===== config.mk =====
export PLATFORM = sky130hd
export DESIGN_NAME = ufp_mul_arb
export DESIGN_NICKNAME = d
export VERILOG_FILES = /design/src/rtl/ufp_mul_arb_pkg.sv /design/src/rtl/rr_arbiter.sv /design/src/rtl/ufp_mul.sv /design/src/rtl/ufp_mul_arb.sv
export SDC_FILE = /design/constraint.sdc
export NUM_CORES = 1
export LEC_CHECK = 0
export CAP_MARGIN = 20
export CORE_MARGIN = 3
export CORE_UTILIZATION = 25
export CTS_CLUSTER_DIAMETER = 60
export CTS_CLUSTER_SIZE = 14
export DETAILED_ROUTE_END_ITERATION = 8
export SLEW_MARGIN = 10
export SYNTH_ARGS = -nofsm -noshare
export SYNTH_HDL_FRONTEND = slang
export SYNTH_SLANG_ARGS = --single-unit

===== constraint.sdc =====
create_clock -name clk -period 11.48 [get_ports clk]
set_input_delay 1.148 -clock clk [delete_from_list [all_inputs] [get_ports clk]]
set_output_delay 1.148 -clock clk [all_outputs]
set_load 0.01 [all_outputs]

===== src/rtl/ufp_mul_arb_pkg.sv =====
// Shared types and helpers for the fixed-point multiplier arbiter: tag sizing,
// one-hot tag decode and the round-robin first-set search.
package ufp_mul_arb_pkg;

  localparam int unsigned MAX_N     = 8;
  localparam int unsigned MAX_TAG_W = 3;

  function automatic int unsigned tag_width(input int unsigned n);
    return (n <= 2) ? 1 : $clog2(n);
  endfunction

  function automatic logic [MAX_N-1:0] onehot_tag(input logic [MAX_TAG_W-1:0] tag);
    return MAX_N'(1) << tag;
  endfunction

  // First set bit of req at or above ptr, wrapping modulo n; returns ptr if none set.
  function automatic int unsigned rr_first(input logic [MAX_N-1:0]     req,
                                           input logic [MAX_TAG_W-1:0] ptr,
                                           input int unsigned          n);
    int unsigned idx;
    int unsigned pos;
    logic        found;
    idx   = 32'(ptr);
    found = 1'b0;
    for (int unsigned k = 0; k < MAX_N; k++) begin
      pos = 32'(ptr) + k;
      if (pos >= n) pos = pos - n;
      if (!found && (k < n) && req[pos[MAX_TAG_W-1:0]]) begin
        idx   = pos;
        found = 1'b1;
      end
    end
    return idx;
  endfunction

endpackage


===== src/rtl/rr_arbiter.sv =====
// Round-robin arbiter: grants the first valid requester at or above the
// pointer; the pointer moves past the winner after each grant.
module rr_arbiter
  import ufp_mul_arb_pkg::*;
#(
  parameter int unsigned N = 4
) (
  input  logic                    i_clk,
  input  logic                    i_rst,
  input  logic [N-1:0]            i_req,
  input  logic                    i_advance,
  output logic [N-1:0]            o_grant,
  output logic [tag_width(N)-1:0] o_grant_idx
);

  localparam int unsigned TAG_W = tag_width(N);

  logic [TAG_W-1:0] r_ptr;
  logic             w_any;

  assign w_any       = |i_req;
  assign o_grant_idx = TAG_W'(rr_first(MAX_N'(i_req), MAX_TAG_W'(r_ptr), N));
  assign o_grant     = w_any ? N'(onehot_tag(MAX_TAG_W'(o_grant_idx))) : '0;

  always_ff @(posedge i_clk or posedge i_rst) begin
    if (i_rst) begin
      r_ptr <= '0;
    end else if (i_advance && w_any) begin
      r_ptr <= (o_grant_idx == TAG_W'(N - 1)) ? '0 : o_grant_idx + 1'b1;
    end
  end

endmodule


===== src/rtl/ufp_mul.sv =====
// Unsigned IW.QW fixed-point multiply with truncation of the low fraction and
// wrap or saturate of the integer overflow.
module ufp_mul #(
  parameter int unsigned IW   = 8,
  parameter int unsigned QW   = 8,
  parameter int unsigned CLIP = 0
) (
  input  logic [IW+QW-1:0] i_x,
  input  logic [IW+QW-1:0] i_y,
  output logic [IW+QW-1:0] o_val,
  output logic             o_clip
);

  localparam int unsigned W = IW + QW;

  logic [2*W-1:0] w_prod;
  logic           w_unused_frac;

  assign w_prod        = (2*W)'(i_x) * (2*W)'(i_y);
  assign w_unused_frac = ^w_prod[QW-1:0];

  // Any set bit above the IW kept integer bits is an overflow.
  assign o_clip = |w_prod[2*W-1:W+QW];
  assign o_val  = (o_clip && (CLIP != 0)) ? '1 : w_prod[QW +: W];

endmodule


===== src/rtl/ufp_mul_arb.sv =====
// One fixed-point multiplier shared by N requesters: round-robin issue, a
// LAT-deep result pipe, and a tagged one-hot result strobe.
module ufp_mul_arb
  import ufp_mul_arb_pkg::*;
#(
  parameter int unsigned N    = 4,
  parameter int unsigned IW   = 8,
  parameter int unsigned QW   = 8,
  parameter int unsigned LAT  = 2,
  parameter int unsigned CLIP = 0
) (
  input  logic                  clk,
  input  logic                  rst,
  input  logic [N-1:0]          req_valid,
  output logic [N-1:0]          req_ready,
  input  logic [N*(IW+QW)-1:0]  req_x,
  input  logic [N*(IW+QW)-1:0]  req_y,
  output logic [N-1:0]          res_valid,
  output logic [IW+QW-1:0]      res_val,
  output logic                  res_clip,
  output logic                  busy
);

  localparam int unsigned W     = IW + QW;
  localparam int unsigned TAG_W = tag_width(N);

  typedef struct packed {
    logic             vld;
    logic [TAG_W-1:0] tag;
    logic [W-1:0]     val;
    logic             clip;
  } stage_t;

  logic [N-1:0]     w_grant;
  logic [TAG_W-1:0] w_idx;
  logic             w_issue;
  logic [W-1:0]     w_xs [N];
  logic [W-1:0]     w_ys [N];
  logic [W-1:0]     w_mval;
  logic             w_mclip;
  stage_t           w_issue_st;
  stage_t           w_last;
  logic [LAT-1:0]   w_vld;

  rr_arbiter #(
    .N(N)
  ) u_arb (
    .i_clk      (clk),
    .i_rst      (rst),
    .i_req      (req_valid),
    .i_advance  (w_issue),
    .o_grant    (w_grant),
    .o_grant_idx(w_idx)
  );

  assign req_ready = w_grant;
  assign w_issue   = |w_grant;

  for (genvar i = 0; i < N; i++) begin : g_slot
    assign w_xs[i] = req_x[i*W +: W];
    assign w_ys[i] = req_y[i*W +: W];
  end

  ufp_mul #(
    .IW  (IW),
    .QW  (QW),
    .CLIP(CLIP)
  ) u_mul (
    .i_x   (w_xs[w_idx]),
    .i_y   (w_ys[w_idx]),
    .o_val (w_mval),
    .o_clip(w_mclip)
  );

  assign w_issue_st = '{vld: w_issue, tag: w_idx, val: w_mval, clip: w_mclip};

  // Payload only loads behind a valid, so the last stage holds the most
  // recently strobed result through bubbles.
  for (genvar s = 0; s < LAT; s++) begin : g_stage
    stage_t r_st;
    stage_t w_prev;

    if (s == 0) begin : g_first
      assign w_prev = w_issue_st;
    end else begin : g_next
      assign w_prev = g_stage[s-1].r_st;
    end

    always_ff @(posedge clk or posedge rst) begin
      if (rst) begin
        r_st <= '0;
      end else begin
        r_st.vld <= w_prev.vld;
        if (w_prev.vld) begin
          r_st.tag  <= w_prev.tag;
          r_st.val  <= w_prev.val;
          r_st.clip <= w_prev.clip;
        end
      end
    end

    assign w_vld[s] = r_st.vld;
  end

  assign w_last    = g_stage[LAT-1].r_st;
  assign res_valid = w_last.vld ? N'(onehot_tag(MAX_TAG_W'(w_last.tag))) : '0;
  assign res_val   = w_last.val;
  assign res_clip  = w_last.clip;
  assign busy      = |w_vld;

endmodule


[Yosys cells after proc, flatten, opt, wreduce, memory -nomap -nowiden]
Cells that the tools add are included.
Operators by class
  bitwise logic cells: 1
  multiplexer cells: 28
  magnitude comparators: 9
  equality and inequality tests: 1
  reductions and logical operators: 11
  shifts and indexed selects: 2
  div/mod/pow operators: 0
  $mul: 1
  add/sub/neg operators: 8
Operators with widths (number)
  $ge A32 B3 Y1 const B: 3
  $bmux W16 S2: 2
  $mux W16: 4
  $mul A16 B16 Y32: 1
  $lt A3 B4 Y1 const B: 4
  $bmux W1 S3: 4
  $mux W3: 4
  $mux W2: 5
  $sub A3 B3 Y3 const B: 3
  $mux W4: 2
  $reduce_or A4 Y1: 2
  $reduce_or A8 Y1: 1
  $shl A1 B2 Y4 const A: 2
  $mux W1: 7
  $add A2 B2 Y3 const B: 2
  $logic_and A1 B1 Y1: 4
  $add A2 B1 Y3 const B: 1
  $ge A2 B3 Y1 const B: 1
  $ge A3 B3 Y1 const B: 1
  $logic_not A1 Y1: 3
  $not A2 Y3: 1
  $sub A2 B3 Y3 const B: 1
  $add A2 B1 Y2 const B: 1
  $eq A2 B2 Y1 const B: 1
  $reduce_or A2 Y1: 1
Storage, ports and cells
  ROM bits: 0
  memories: 0
  flip-flop bits (word level): 42
  output and inout port bits: 26
  word-level logic and storage cells: 70
  memory bits (writable): 0
  bits in latches: 0
  input bits: 134

[Logic depth before layout (Yosys ltp)]
  word-level depth: 20
  gate-level depth with buffers: 34
  depth with buffers taken out: 32

[Cells and area by module]
From an unflattened synthesis, not the netlist that was laid out.
Second synthesis, totals
  cell total of the unflattened synthesis: 1173
  area total of the unflattened synthesis: 11337.1 µm²
By module, submodules not included
  ufp_mul: area each 8598.2 µm², cells an instance 990, seq. area each 0.0 µm², times used 1
  ufp_mul_arb: area each 2422.3 µm², cells an instance 147, seq. area each 1001.0 µm², times used 1
  rr_arbiter: area each 316.6 µm², cells an instance 36, seq. area each 50.0 µm², times used 1

[Worst setup path after synthesis]
Ideal clock, no wire load.
  kind: in2reg
  start point: input req_valid[3]
  end point: register g_stage[0].r_st[0] (netlist name)
  buffers on the path: 3
  required time: 11338 ps
  cell stages on the path: 33
  slack: 2198 ps
  arrival time: 9141 ps
  setup time: 142 ps
  cells stage by stage: nor3_1 -> a2111oi_4 -> nor2_8 -> buf_1 -> buf_1 -> mux2i_1 -> nand2_1 -> o21ai_1 -> clkbuf_1 -> nor2_1 -> fa_1 -> inv_1 -> fa_1 -> inv_1 -> fa_1 -> fa_1 -> fa_1 -> inv_1 -> fa_1 -> inv_1 -> ha_1 -> a21oi_1 -> o21bai_1 -> a21oi_1 -> o21ai_0 -> a21oi_1 -> nor2_1 -> a211oi_1 -> o31ai_4 -> xnor2_1 -> or4_1 -> nor4_1 -> a32oi_1
Between the ends
  longest elaborated chain between the ends: 18
  elaborated cells between the ends (all ways): 34
  those cells by class: mul (1); shift (1); mux (22); bitwise (1); reduce/logical (9)
Ends and longest elaborated chain
  from (decl): line ufp_mul_arb.sv:14  | input logic [N-1:0] req_valid,
  $bmux W1 S3: line ufp_mul_arb_pkg.sv:28  | if (!found && (k < n) && req[pos[MAX_TAG_W-1:0]]) begin
  $mux W1 (implied by the code): line ufp_mul_arb_pkg.sv:28
  $mux W1: line ufp_mul_arb_pkg.sv:28
  $logic_not A1 Y1: line ufp_mul_arb_pkg.sv:28
  $logic_and A1 B1 Y1: line ufp_mul_arb_pkg.sv:28
  $mux W1: line ufp_mul_arb_pkg.sv:28
  $logic_not A1 Y1: line ufp_mul_arb_pkg.sv:28
  $logic_and A1 B1 Y1: line ufp_mul_arb_pkg.sv:28
  $mux W1: line ufp_mul_arb_pkg.sv:28
  $logic_not A1 Y1: line ufp_mul_arb_pkg.sv:28
  $logic_and A1 B1 Y1: line ufp_mul_arb_pkg.sv:28
  $mux W2: line ufp_mul_arb_pkg.sv:28
  $not A2 Y3 (implied by the code): line ufp_mul_arb.sv:69, ufp_mul_arb.sv:70
  $bmux W16 S2, on equally long branches: line ufp_mul_arb.sv:69, ufp_mul_arb.sv:70
  $mux W16, on equally long branches (2 in a row): line ufp_mul_arb.sv:69, ufp_mul_arb.sv:70
  $mul A16 B16 Y32: line ufp_mul.sv:19  | assign w_prod = (2*W)'(i_x) * (2*W)'(i_y);
  $reduce_or A8 Y1: line ufp_mul.sv:23  | assign o_clip = |w_prod[2*W-1:W+QW];
  to (decl): line ufp_mul_arb.sv:80  | stage_t r_st;
Several ways; a longest one is shown, not always the timed one. The select of a mux whose other input is x is not followed.
A chain may end at the register's enable or synchronous reset.

[Worst setup path after layout]
Ends and elaborated chain as after synthesis.

==> metrics.txt <==
setup TNS 0 ns; synthesized cell area 11300 um^2; first-pass GRT wire length 54000 um; Starting DRT DRC Count 501; vias in the first global route 9982; period utilization 0.872; Pre-Repair DR Iteration Count 5; Std-Cell Rows 77; nets@finish 1880; Synth area leaders fa_1 (34%), ha_1 (12%), dfrtp_1 (9.3%); I/O Buffers 159; most used cell along the critical path fa_1; ys flop type dfrtp_1; Layout area overhead 20.2%; dpl cell area 13400 um^2; Clock Tree Root clkbuf_16; CTS tree built; DIE AREA 47900 um^2; clock-pin transition on the worst setup and hold timing paths 0.06 ns; core footprint 44500 um^2; max frequency 99.9 MHz; status finished clean; synth warn 0; antenna violations before repair 1; Post-synth EDFFs 0; Seq cells post-synth 42; # diodes 0; Rel. slew slack 0.430; synth cell count leaders inv_1 (244), nand2_1 (220), fa_1 (193), nor2_1 (151), ha_1 (105); Detailed Place HPWL 29200 um; Hold WS 0.482 ns; DR vias 9287; final setup vio count 0; cell with the most instances after synthesis inv_1; met1 GRT Util 0.174; Worst path max stage delay 0.56 ns; Mapped Nets 1771; global-route met2 utilization 0.261; cts repair resizes 0; worst setup margin 1.47 ns; share of layout cells above drive strength 1 0.0476; dpl ws 1.26 ns; cell accounting for the most synthesized area fa_1; routability-driven placement congestion ratio 0.925; Vias/cell 4.55; register area share after synthesis 0.0927; Crit Path Max Fanout 25; critical setup path kind input pin to flop; H-tree Lvls 2; Final Max Tran Viols 0; Initial Utilization 0.255; largest net degree at the start of global routing 47; Top Ports 160; clock tree buffer depth 2; unrepaired setup endpoints after global routing false; hold_buf cts 0; Wirelength per Cell 16.9 um; synth unique cells 59; slowest cell on the critical path fa_1; Crit path arrival time 10.16 ns; Finished Cell Area 13600 um^2; CP Launch Type input pin; top-area cell type share of the netlist area 0.341; gr usage total 0.144; clock skew 0.00289 ns; class of the tightest hold or removal check flop to flop; DRT antenna net count 0; Max-cap violations 0; cells after synthesis 1339; GR peak layer met2; CP endpoint kind flop; Post-CTS Setup Inserts 0; grt ovf 0; GRT met3 Usage 0.0345; Avg Cell Area, Syn 8.46 um^2; clk_lat worst skew 0.28 ns; CTS sink cnt 42; Period minus WS final 10.01 ns; Worst-Margin Slew 0.855 ns; TritonCTS Buffers 5; DRT Wirelength 34500 um; Die W 219 um; Final Hold Viols 0; FFs w/ async S/R, synth 1.00; Residual DRC 0; Die Span Y 219 um; Worst EP required 11.63 ns
-- worst max-delay path: cells and delay by family --
family,cells,cell delay [ns]
AOI/OAI and AO/OA,10,2.19
xor gates and xnor gates,1,0.15
adders and majority gates,7,3.49
buffers and inverters,6,1.20
muxes,1,0.23
and+or+nand+nor,7,1.68
-- per-layer routing --
metal / vias up / share of wire
met2: 312 / 0.51
met4: 2 / 0.022
li1: 4319 / -
met5: - / 0.00038
met3: 50 / 0.085
met1: 4604 / 0.39
-- area by class of cell --
cell class | instances | area, um^2
multi-input combinational | 979 | 9030
inverter | 246 | 928
fill | 4708 | 30900
timing repair buffer | 174 | 1700
sequential | 42 | 1050
tap | 592 | 741
clock buffer | 8 | 166
-- through the flow --
| stage | std cells | utilization |
|---|---|---|
| 2_1_floorplan | 1339 | - |
| 3_3_place_gp | 2032 | 0.302 |
| 3_5_place_dp | 2032 | 0.302 |
| 4_1_cts | 2040 | 0.306 |
| 5_1_grt | 2041 | 0.306 |
| 6_report | 2041 | 0.306 |
-- cell usage in the layout, fill, tap and decap left out, drive strengths merged, types with 30 or more instances in the layout --
cell           Yosys  layout
inv              245     244
nand2            220     220
fa               193     193
clkdlybuf4s50      0     159
nor2             152     152
ha               105     105
mux2i             58      58
dfrtp             42      42
o21ai             39      39
a21oi             35      35
mux2              30      30
-- worst paths after layout --
check	endpoint	slack (ns)	depth (start not counted)	startpoint
setup / recovery	g_stage[0].r_st[0]	1.47	32	req_valid[3]
hold / removal	g_stage[0].r_st[2]	0.48	2	g_stage[0].r_st[2]
setup reg to reg	g_stage[0].r_st[0]	2.36	31	u_arb.r_ptr[1]
hold reg to reg	g_stage[0].r_st[2]	0.48	2	g_stage[0].r_st[2]
max in group asynchronous	g_stage[0].r_st[16]	9.80	3	rst
min in group asynchronous	res_val[3]	1.31	3	rst
-- state kept, by name, summed over array words and instances (netlist names) --
| register | count |
|---|---|
| res_val | 16 |
| g_stage.r_st | 23 |
| u_arb.r_ptr | 2 |
| res_clip | 1 |
-- cells by family after synthesis --
kind of cell,after synthesis,synth area share
and+or+nand+nor,446,0.166
buffers and inverters,318,0.111
adders and majority gates,298,0.457
AOI/OAI and AO/OA,124,0.0720
muxes,88,0.0836
DFF,42,0.0927
xor gates and xnor gates,23,0.0178
Power is not shown: default switching activity piles up to over one toggle a cycle in this logic, so the estimate is an artifact.
